--- config.mk ---
export PLATFORM = sky130hd
export DESIGN_NAME = peripheral_responder
export DESIGN_NICKNAME = d
export VERILOG_FILES = /design/src/rtl/peripheral_responder_pkg.sv /design/src/rtl/peripheral_responder_timer_core.sv /design/src/rtl/peripheral_responder.sv
export SDC_FILE = /design/constraint.sdc
export NUM_CORES = 1
export LEC_CHECK = 0
export ABC_AREA = 1
export CAP_MARGIN = 30
export CORE_ASPECT_RATIO = 1.4
export CORE_MARGIN = 4
export CORE_UTILIZATION = 42
export DETAILED_ROUTE_END_ITERATION = 12
export SLEW_MARGIN = 5
export SYNTH_ARGS = -nofsm -noshare
export SYNTH_HDL_FRONTEND = slang
export SYNTH_HIERARCHICAL = 1
export SYNTH_SLANG_ARGS = --single-unit
--- constraint.sdc ---
create_clock -name clk -period 2.95 [get_ports clk]
set_input_delay 0.59 -clock clk [delete_from_list [all_inputs] [get_ports clk]]
set_output_delay 0.59 -clock clk [all_outputs]
set_load 0.005 [all_outputs]
--- src/rtl/peripheral_responder_pkg.sv ---
// Shared constants and types for the memory-mapped peripheral responder.
package peripheral_responder_pkg;

  localparam logic [31:0] BASE_ADDR_DEFAULT = 32'h4000_0000;

  // Byte offsets inside the 32-byte register window.
  localparam logic [4:0] OFF_TH      = 5'h00;
  localparam logic [4:0] OFF_TL      = 5'h04;
  localparam logic [4:0] OFF_TCON    = 5'h08;
  localparam logic [4:0] OFF_LED     = 5'h0C;
  localparam logic [4:0] OFF_DIGI    = 5'h10;
  localparam logic [4:0] OFF_SYSTICK = 5'h14;

  localparam int unsigned TCON_EN  = 0;
  localparam int unsigned TCON_IE  = 1;
  localparam int unsigned TCON_IRQ = 2;

  typedef struct packed {
    logic th;
    logic tl;
    logic tcon;
  } timer_we_t;

endpackage

--- src/rtl/peripheral_responder_timer_core.sv ---
// TH/TL/TCON timer with reload-on-overflow; CPU writes take priority over ticks.
module timer_core
  import peripheral_responder_pkg::*;
(
  input  logic        clk_i,
  input  logic        reset_i,
  input  timer_we_t   we_i,
  input  logic [31:0] wdata_i,
  output logic [31:0] th_o,
  output logic [31:0] tl_o,
  output logic [2:0]  tcon_o
);

  localparam logic TmrIdle = 1'b0;
  localparam logic TmrRun  = 1'b1;

  logic [31:0] th_q, th_d;
  logic [31:0] tl_q, tl_d;
  logic [2:0]  tcon_q, tcon_d;
  logic        overflow;

  assign overflow = (tcon_q[TCON_EN] == TmrRun) && (tl_q == 32'hFFFF_FFFF);

  always_comb begin
    th_d   = th_q;
    tl_d   = tl_q;
    tcon_d = tcon_q;

    if (we_i.th) begin
      th_d = wdata_i;
    end

    if (we_i.tl) begin
      tl_d = wdata_i;
    end else if (overflow) begin
      tl_d = th_q;
    end else if (tcon_q[TCON_EN] == TmrRun) begin
      tl_d = tl_q + 32'd1;
    end

    // A TCON write replaces the sticky flag even in the overflow cycle.
    if (we_i.tcon) begin
      tcon_d = wdata_i[2:0];
    end else if (overflow && tcon_q[TCON_IE]) begin
      tcon_d[TCON_IRQ] = 1'b1;
    end
  end

  always_ff @(posedge clk_i) begin
    if (reset_i) begin
      th_q   <= 32'd0;
      tl_q   <= 32'd0;
      tcon_q <= 3'd0;
    end else begin
      th_q   <= th_d;
      tl_q   <= tl_d;
      tcon_q <= tcon_d;
    end
  end

  assign th_o   = th_q;
  assign tl_o   = tl_q;
  assign tcon_o = tcon_q;

endmodule

--- src/rtl/peripheral_responder.sv ---
// MMIO responder: decodes the register window, holds LED/digit/systick, wraps the timer.
module peripheral_responder
  import peripheral_responder_pkg::*;
#(
  parameter logic [31:0] BASE_ADDR  = BASE_ADDR_DEFAULT,
  parameter int unsigned LED_WIDTH  = 8,
  parameter int unsigned DIGI_WIDTH = 12
) (
  input  logic                  clk,
  input  logic                  reset,
  input  logic                  MemRead,
  input  logic                  MemWrite,
  input  logic [31:0]           Address,
  input  logic [31:0]           WriteData,
  output logic [31:0]           ReadData,
  output logic                  Hit,
  output logic                  IRQ,
  output logic [LED_WIDTH-1:0]  leds,
  output logic [DIGI_WIDTH-1:0] digits
);

  logic [LED_WIDTH-1:0]  led_q, led_d;
  logic [DIGI_WIDTH-1:0] digi_q, digi_d;
  logic [31:0]           systick_q;
  logic [31:0]           read_data_q, read_data_d;
  logic                  hit_q, hit_d;

  logic [31:0] th, tl;
  logic [2:0]  tcon;
  timer_we_t   timer_we;

  logic        in_window;
  logic [4:0]  offset;
  logic        mapped;
  logic [31:0] rd_mux;
  logic        unused_addr;

  assign unused_addr = ^Address[1:0];
  assign in_window   = (Address[31:5] == BASE_ADDR[31:5]);
  assign offset      = {Address[4:2], 2'b00};

  always_comb begin
    mapped = 1'b1;
    rd_mux = 32'd0;
    case (offset)
      OFF_TH:      rd_mux = th;
      OFF_TL:      rd_mux = tl;
      OFF_TCON:    rd_mux = 32'(tcon);
      OFF_LED:     rd_mux = 32'(led_q);
      OFF_DIGI:    rd_mux = 32'(digi_q);
      OFF_SYSTICK: rd_mux = systick_q;
      default:     mapped = 1'b0;
    endcase
  end

  always_comb begin
    timer_we      = '0;
    led_d         = led_q;
    digi_d        = digi_q;
    read_data_d   = read_data_q;
    hit_d         = (MemRead || MemWrite) && in_window && mapped;

    if (MemWrite && in_window) begin
      timer_we.th   = (offset == OFF_TH);
      timer_we.tl   = (offset == OFF_TL);
      timer_we.tcon = (offset == OFF_TCON);
      if (offset == OFF_LED) begin
        led_d = WriteData[LED_WIDTH-1:0];
      end
      if (offset == OFF_DIGI) begin
        digi_d = WriteData[DIGI_WIDTH-1:0];
      end
    end

    // A simultaneous write suppresses the read, leaving ReadData untouched.
    if (MemRead && !MemWrite) begin
      read_data_d = (in_window && mapped) ? rd_mux : 32'd0;
    end
  end

  always_ff @(posedge clk) begin
    if (reset) begin
      led_q       <= '0;
      digi_q      <= '0;
      systick_q   <= 32'd0;
      read_data_q <= 32'd0;
      hit_q       <= 1'b0;
    end else begin
      led_q       <= led_d;
      digi_q      <= digi_d;
      systick_q   <= systick_q + 32'd1;
      read_data_q <= read_data_d;
      hit_q       <= hit_d;
    end
  end

  timer_core u_timer_core (
    .clk_i   (clk),
    .reset_i (reset),
    .we_i    (timer_we),
    .wdata_i (WriteData),
    .th_o    (th),
    .tl_o    (tl),
    .tcon_o  (tcon)
  );

  assign ReadData = read_data_q;
  assign Hit      = hit_q;
  assign IRQ      = tcon[TCON_IRQ];
  assign leds     = led_q;
  assign digits   = digi_q;

endmodule
Word-level counts from Yosys, hierarchy flattened
Index checks and enable logic that the tools add are counted.
{"block": "totals", "register_bits": 152, "output_inout_bits": 54}
{"block": "classes", "add_sub_neg": 2, "n_eq_ne": 7, "muxes": 9, "reduce_logical": 15}
{"cell": "$pmux W32 S6", "count": 1}
{"cell": "$mux W32", "count": 4}
{"cell": "$add A32 B1 Y32 const B", "count": 2}
{"cell": "$eq A32 B32 Y1 const B", "count": 1}
{"cell": "$eq A27 B26 Y1 const B", "count": 1}
{"cell": "$logic_and A1 B1 Y1", "count": 7}
{"cell": "$eq A3 B2 Y1 const B", "count": 2}
{"cell": "$eq A3 B3 Y1 const B", "count": 2}
{"cell": "$reduce_or A6 Y1", "count": 1}
{"cell": "$logic_not A5 Y1", "count": 1}
{"cell": "$reduce_and A2 Y1", "count": 2}
{"cell": "$eq A3 B1 Y1 const B", "count": 1}
{"cell": "$mux W1", "count": 3}
{"cell": "$mux W3", "count": 1}
{"cell": "$reduce_bool A3 Y1", "count": 1}
{"cell": "$reduce_bool A2 Y1", "count": 1}
{"cell": "$logic_not A1 Y1", "count": 1}
{"cell": "$logic_or A1 B1 Y1", "count": 1}

Depth between registers and ports, before layout
{"block": "logic_depth", "word_depth": 5, "depth_mapped": 16, "depth_no_buf": 14}

Modules after synthesis
The synthesis kept the hierarchy.
{"module": "peripheral_responder", "n_inst": 1, "cells_each": 740, "area_each_um2": 4744.6, "seq_area_each_um2": 1701.6}
{"module": "timer_core", "n_inst": 1, "cells_each": 553, "area_each_um2": 3654.8, "seq_area_each_um2": 1341.3}

Worst setup path after synthesis
Ideal clock, no wire load.
{"block": "synth_timing", "kind": "in2reg", "from": "input port Address[28]", "to": "register u_timer_core.tl_q[4], in the netlist u_timer_core/tl_o[4]", "setup_ns": 0.132, "arrival_ns": 2.458, "required_ns": 2.818, "path_slack_ns": 0.360, "stages": 15, "path_buffers": 3, "path_cell_list": "nor2_1 -> nand2_1 -> nor2_1 -> nand2_1 -> nor2_2 -> buf_4 -> nand2_1 -> nor4_1 -> clkbuf_1 -> inv_1 -> nand2_1 -> clkinv_1 -> clkbuf_1 -> o21ai_0 -> a21oi_1"}
{"item": "start: declaration", "line": "peripheral_responder.sv:13", "text": "input logic [31:0] Address,"}
{"item": "end signal: assignment", "line": "peripheral_responder_timer_core.sv:56", "text": "tl_q <= tl_d;"}
{"item": "end: declaration", "line": "peripheral_responder_timer_core.sv:18", "text": "logic [31:0] tl_q, tl_d;"}

==> run metrics <==
WHS=0.461 ns; layout cell share with drive strength beyond 1=7.96%; delay of the slowest cell on the worst path=0.40 ns; CP most frequent cell=nand2_1; CTS Sinks=152; Leak Pwr=3.97 nW; drt wl/cell=17.5 um; H-tree depth=4; global-route wire length before repair=45500 um; Overall Global Routing Usage=25.6%; Die Area=22400 um^2; skew final=0.0123 ns; Final Setup Violations=0; Post-CTS Hold Fix Bufs=0; Antenna Nets Post-Route=0; Routed WL=29000 um; crit path to=u_timer_core/tl_o[24]$_SDFFE_PP0P_; adder-cell share of the synthesized area=0.298%; Vias=9097; DR pass1 iterations=5; share of the synthesized area in the top cell type=36.2%; Yosys Warn Count=6; Crit path max-delay family=simple AND/OR/NAND/NOR gates; vias in the first global route=8338; FF-to-FF path depth=11; critical path type=input port to flip-flop; Setup crit start kind=input port; clock transition at the registers of the reported paths=0.06 ns; Synth Register Bits=152; DRC=0; Core ar.=19400 um^2; post-cts repair resize count=0; Post-Syn Area=8400 um^2; pin count of the biggest net entering global routing=51; overall power=4.61 mW; Placed Area=9920 um^2; Syn Inst Count=1293; vias per cell=5.50; Clock Path Buffers=2; initial antenna violation count=0; Antenna diodes=0; Synth Area in Compound Gates=13.3%; later-pin clock latency in the skew report=0.43 ns; Avg Inst Size Synth=6.50 um^2; Synth area leaders=dfxtp_1, nand2_1, nor2_1; grt ovf=0; Die Wd=128 um; Buf+Inv Stages, Crit Path=3; actual slew at the worst max-slew pin=0.647 ns; Seq/Total Area, Yosys=36.2%; slowest stage cell, crit path=clkdlybuf4s50_1; die extent in y=175 um; Placer Congestion=0.881; r2r setup slk=0.66 ns; CTS tree=built; fmax=0.409 GHz; final hold violations=0; CP Depth=16; Synth Area in XOR/XNOR=2.29%; max_slew headroom=56.8%; Area Growth Syn to Fin=25.4%; post-DP HPWL=21400 um; Peak VDD IR=0.320 mV; initial drt markers=815; CTS Buf Count=17; RSZ-0062 raised after global routing=no; cell row count=60; reg2reg end=u_timer_core/tl_o[30]$_SDFFE_PP0P_; pwr/cell area=438 nW/um^2; proportion of synthesized area in mux cells=0%; Final #Nets=1464; fillcell total=1990; HP Class=flip-flop to flip-flop; fin. max-slew vios=0; Root Driver=clkbuf_16; cell taking the most area after synthesis=dfxtp_1; RR Startpoint=u_timer_core/tl_o[0]$_SDFFE_PP0P_; period utilization=82.8%; max_cap viols=0; fin util=54.2%; largest family of logic cells by synthesized area=simple AND/OR/NAND/NOR gates; crit-path max FO=14; Critical Path Start=Address[28]; most frequent cells in the layout=nand2_1, nor2_1, dfxtp_1, clkdlybuf4s50_1, a21oi_1; simple-gate share of the synthesized area=39.6%; hold-critical path depth=2; status=finished, final reports clean; TNS Setup=0 ns; Final min period=2.44 ns; CP Capture Type=flip-flop; critical path required time=3.25 ns; critical path cell sequence=clkdlybuf4s50_1 -> nor2_1 -> nand2_1 -> nor2_1 -> nand2_1 -> nor2_4 -> nand2_1 -> nor4_2 -> inv_1 -> nand2_1 -> buf_12 -> nor2_1 -> nand2_1 -> nand2_1 -> a31oi_1 -> nor2_1; syn nets=1363; most common cell after layout, fill and taps aside=nand2_1; I/O pin count=122; initial core utilization=43.2%; PortBufs=119; design area=10500 um^2; worst endpoint data arrival time=2.74 ns; Synth cell types=36; Post CTS Setup Buffer Count=0
-- routing by layer --
layer  global-route usage [%]  up-vias  wire [um]
li1                         -     4536          -
met1                     33.4     4172      12200
met2                     43.2      332      14100
met3                     3.04       57       1730
met4                     9.21        0        880
met5                        0        -          0
-- final cells by class --
class	instances	area [um^2]	share of cell area, %
Inverter	94	353	3.35
Clock buffer	22	464	4.41
Timing Repair Buffer	161	1530	14.5
Sequential cell	152	3040	28.9
Tap cell	248	310	2.95
Multi-Input combinational cell	968	4680	44.5
Clock inverter	10	144	1.37
-- cell families (layout without fill, tap and decap cells) --
kind of cell,Yosys count,in the layout
flops,152,152
fa+ha+maj,2,2
buf+inv,173,287
xor+xnor,22,22
compound gates,203,203
simple gates,741,741
-- stage by stage --
stage | setup WS (ns) | std cells
2_1_floorplan | 0.360 | 1293
3_3_place_gp | 0.108 | 1623
3_5_place_dp | 0.0988 | 1623
4_1_cts | 0.543 | 1655
5_1_grt | 0.315 | 1655
6_report | 0.507 | 1655
-- power breakdown --
| part | internal [mW] | total, mW | switching [mW] |
|---|---|---|---|
| registers | 2.06 | 2.06 | 0.00322 |
| clock network | 1.38 | 2.27 | 0.893 |
| logic | 0.111 | 0.275 | 0.164 |
-- worst reg2reg max path, stage by stage (launching register included) --
cell,delay [ns]
dfxtp_1,0.40
ha_1,0.22
nand2_1,0.10
nor2_4,0.16
nand2_4,0.12
nor2_8,0.20
nand3_2,0.31
buf_4,0.33
nor2_1,0.11
nor2_1,0.04
o21ai_1,0.07
a21oi_1,0.08
-- synth_stat cells (all sizes together) --
cell,count
a21oi,109
a22oi,31
a31oi,1
buf,24
clkbuf,55
clkinv,2
dfxtp,152
ha,2
inv,92
nand2,311
nand3,83
nand3b,13
nand4,106
nor2,202
nor3,17
nor3b,1
nor4,4
o211ai,6
o21a,2
o21ai,54
or2,4
xnor2,4
xor2,18
-- worst min-delay path by stage --
stage | endpoint | startpoint
floorplan | systick_q[0]$_SDFF_PP0_ | systick_q[0]$_SDFF_PP0_
global placement | systick_q[0]$_SDFF_PP0_ | systick_q[0]$_SDFF_PP0_
detailed placement | ReadData[20]$_SDFFE_PP0P_ | ReadData[20]$_SDFFE_PP0P_
CTS | ReadData[20]$_SDFFE_PP0P_ | ReadData[20]$_SDFFE_PP0P_
global route | ReadData[17]$_SDFFE_PP0P_ | ReadData[17]$_SDFFE_PP0P_
finish | ReadData[14]$_SDFFE_PP0P_ | ReadData[14]$_SDFFE_PP0P_
-- sequential cells by signal, summed over array words and instances (netlist names) --
signal / count
u_timer_core/tl_o: 32
ReadData: 32
digits: 12
systick_q: 32
u_timer_core/th_o: 32
u_timer_core/tcon_o: 3
leds: 8
Hit: 1
No activity file was read; power rests on OpenSTA's default activity.
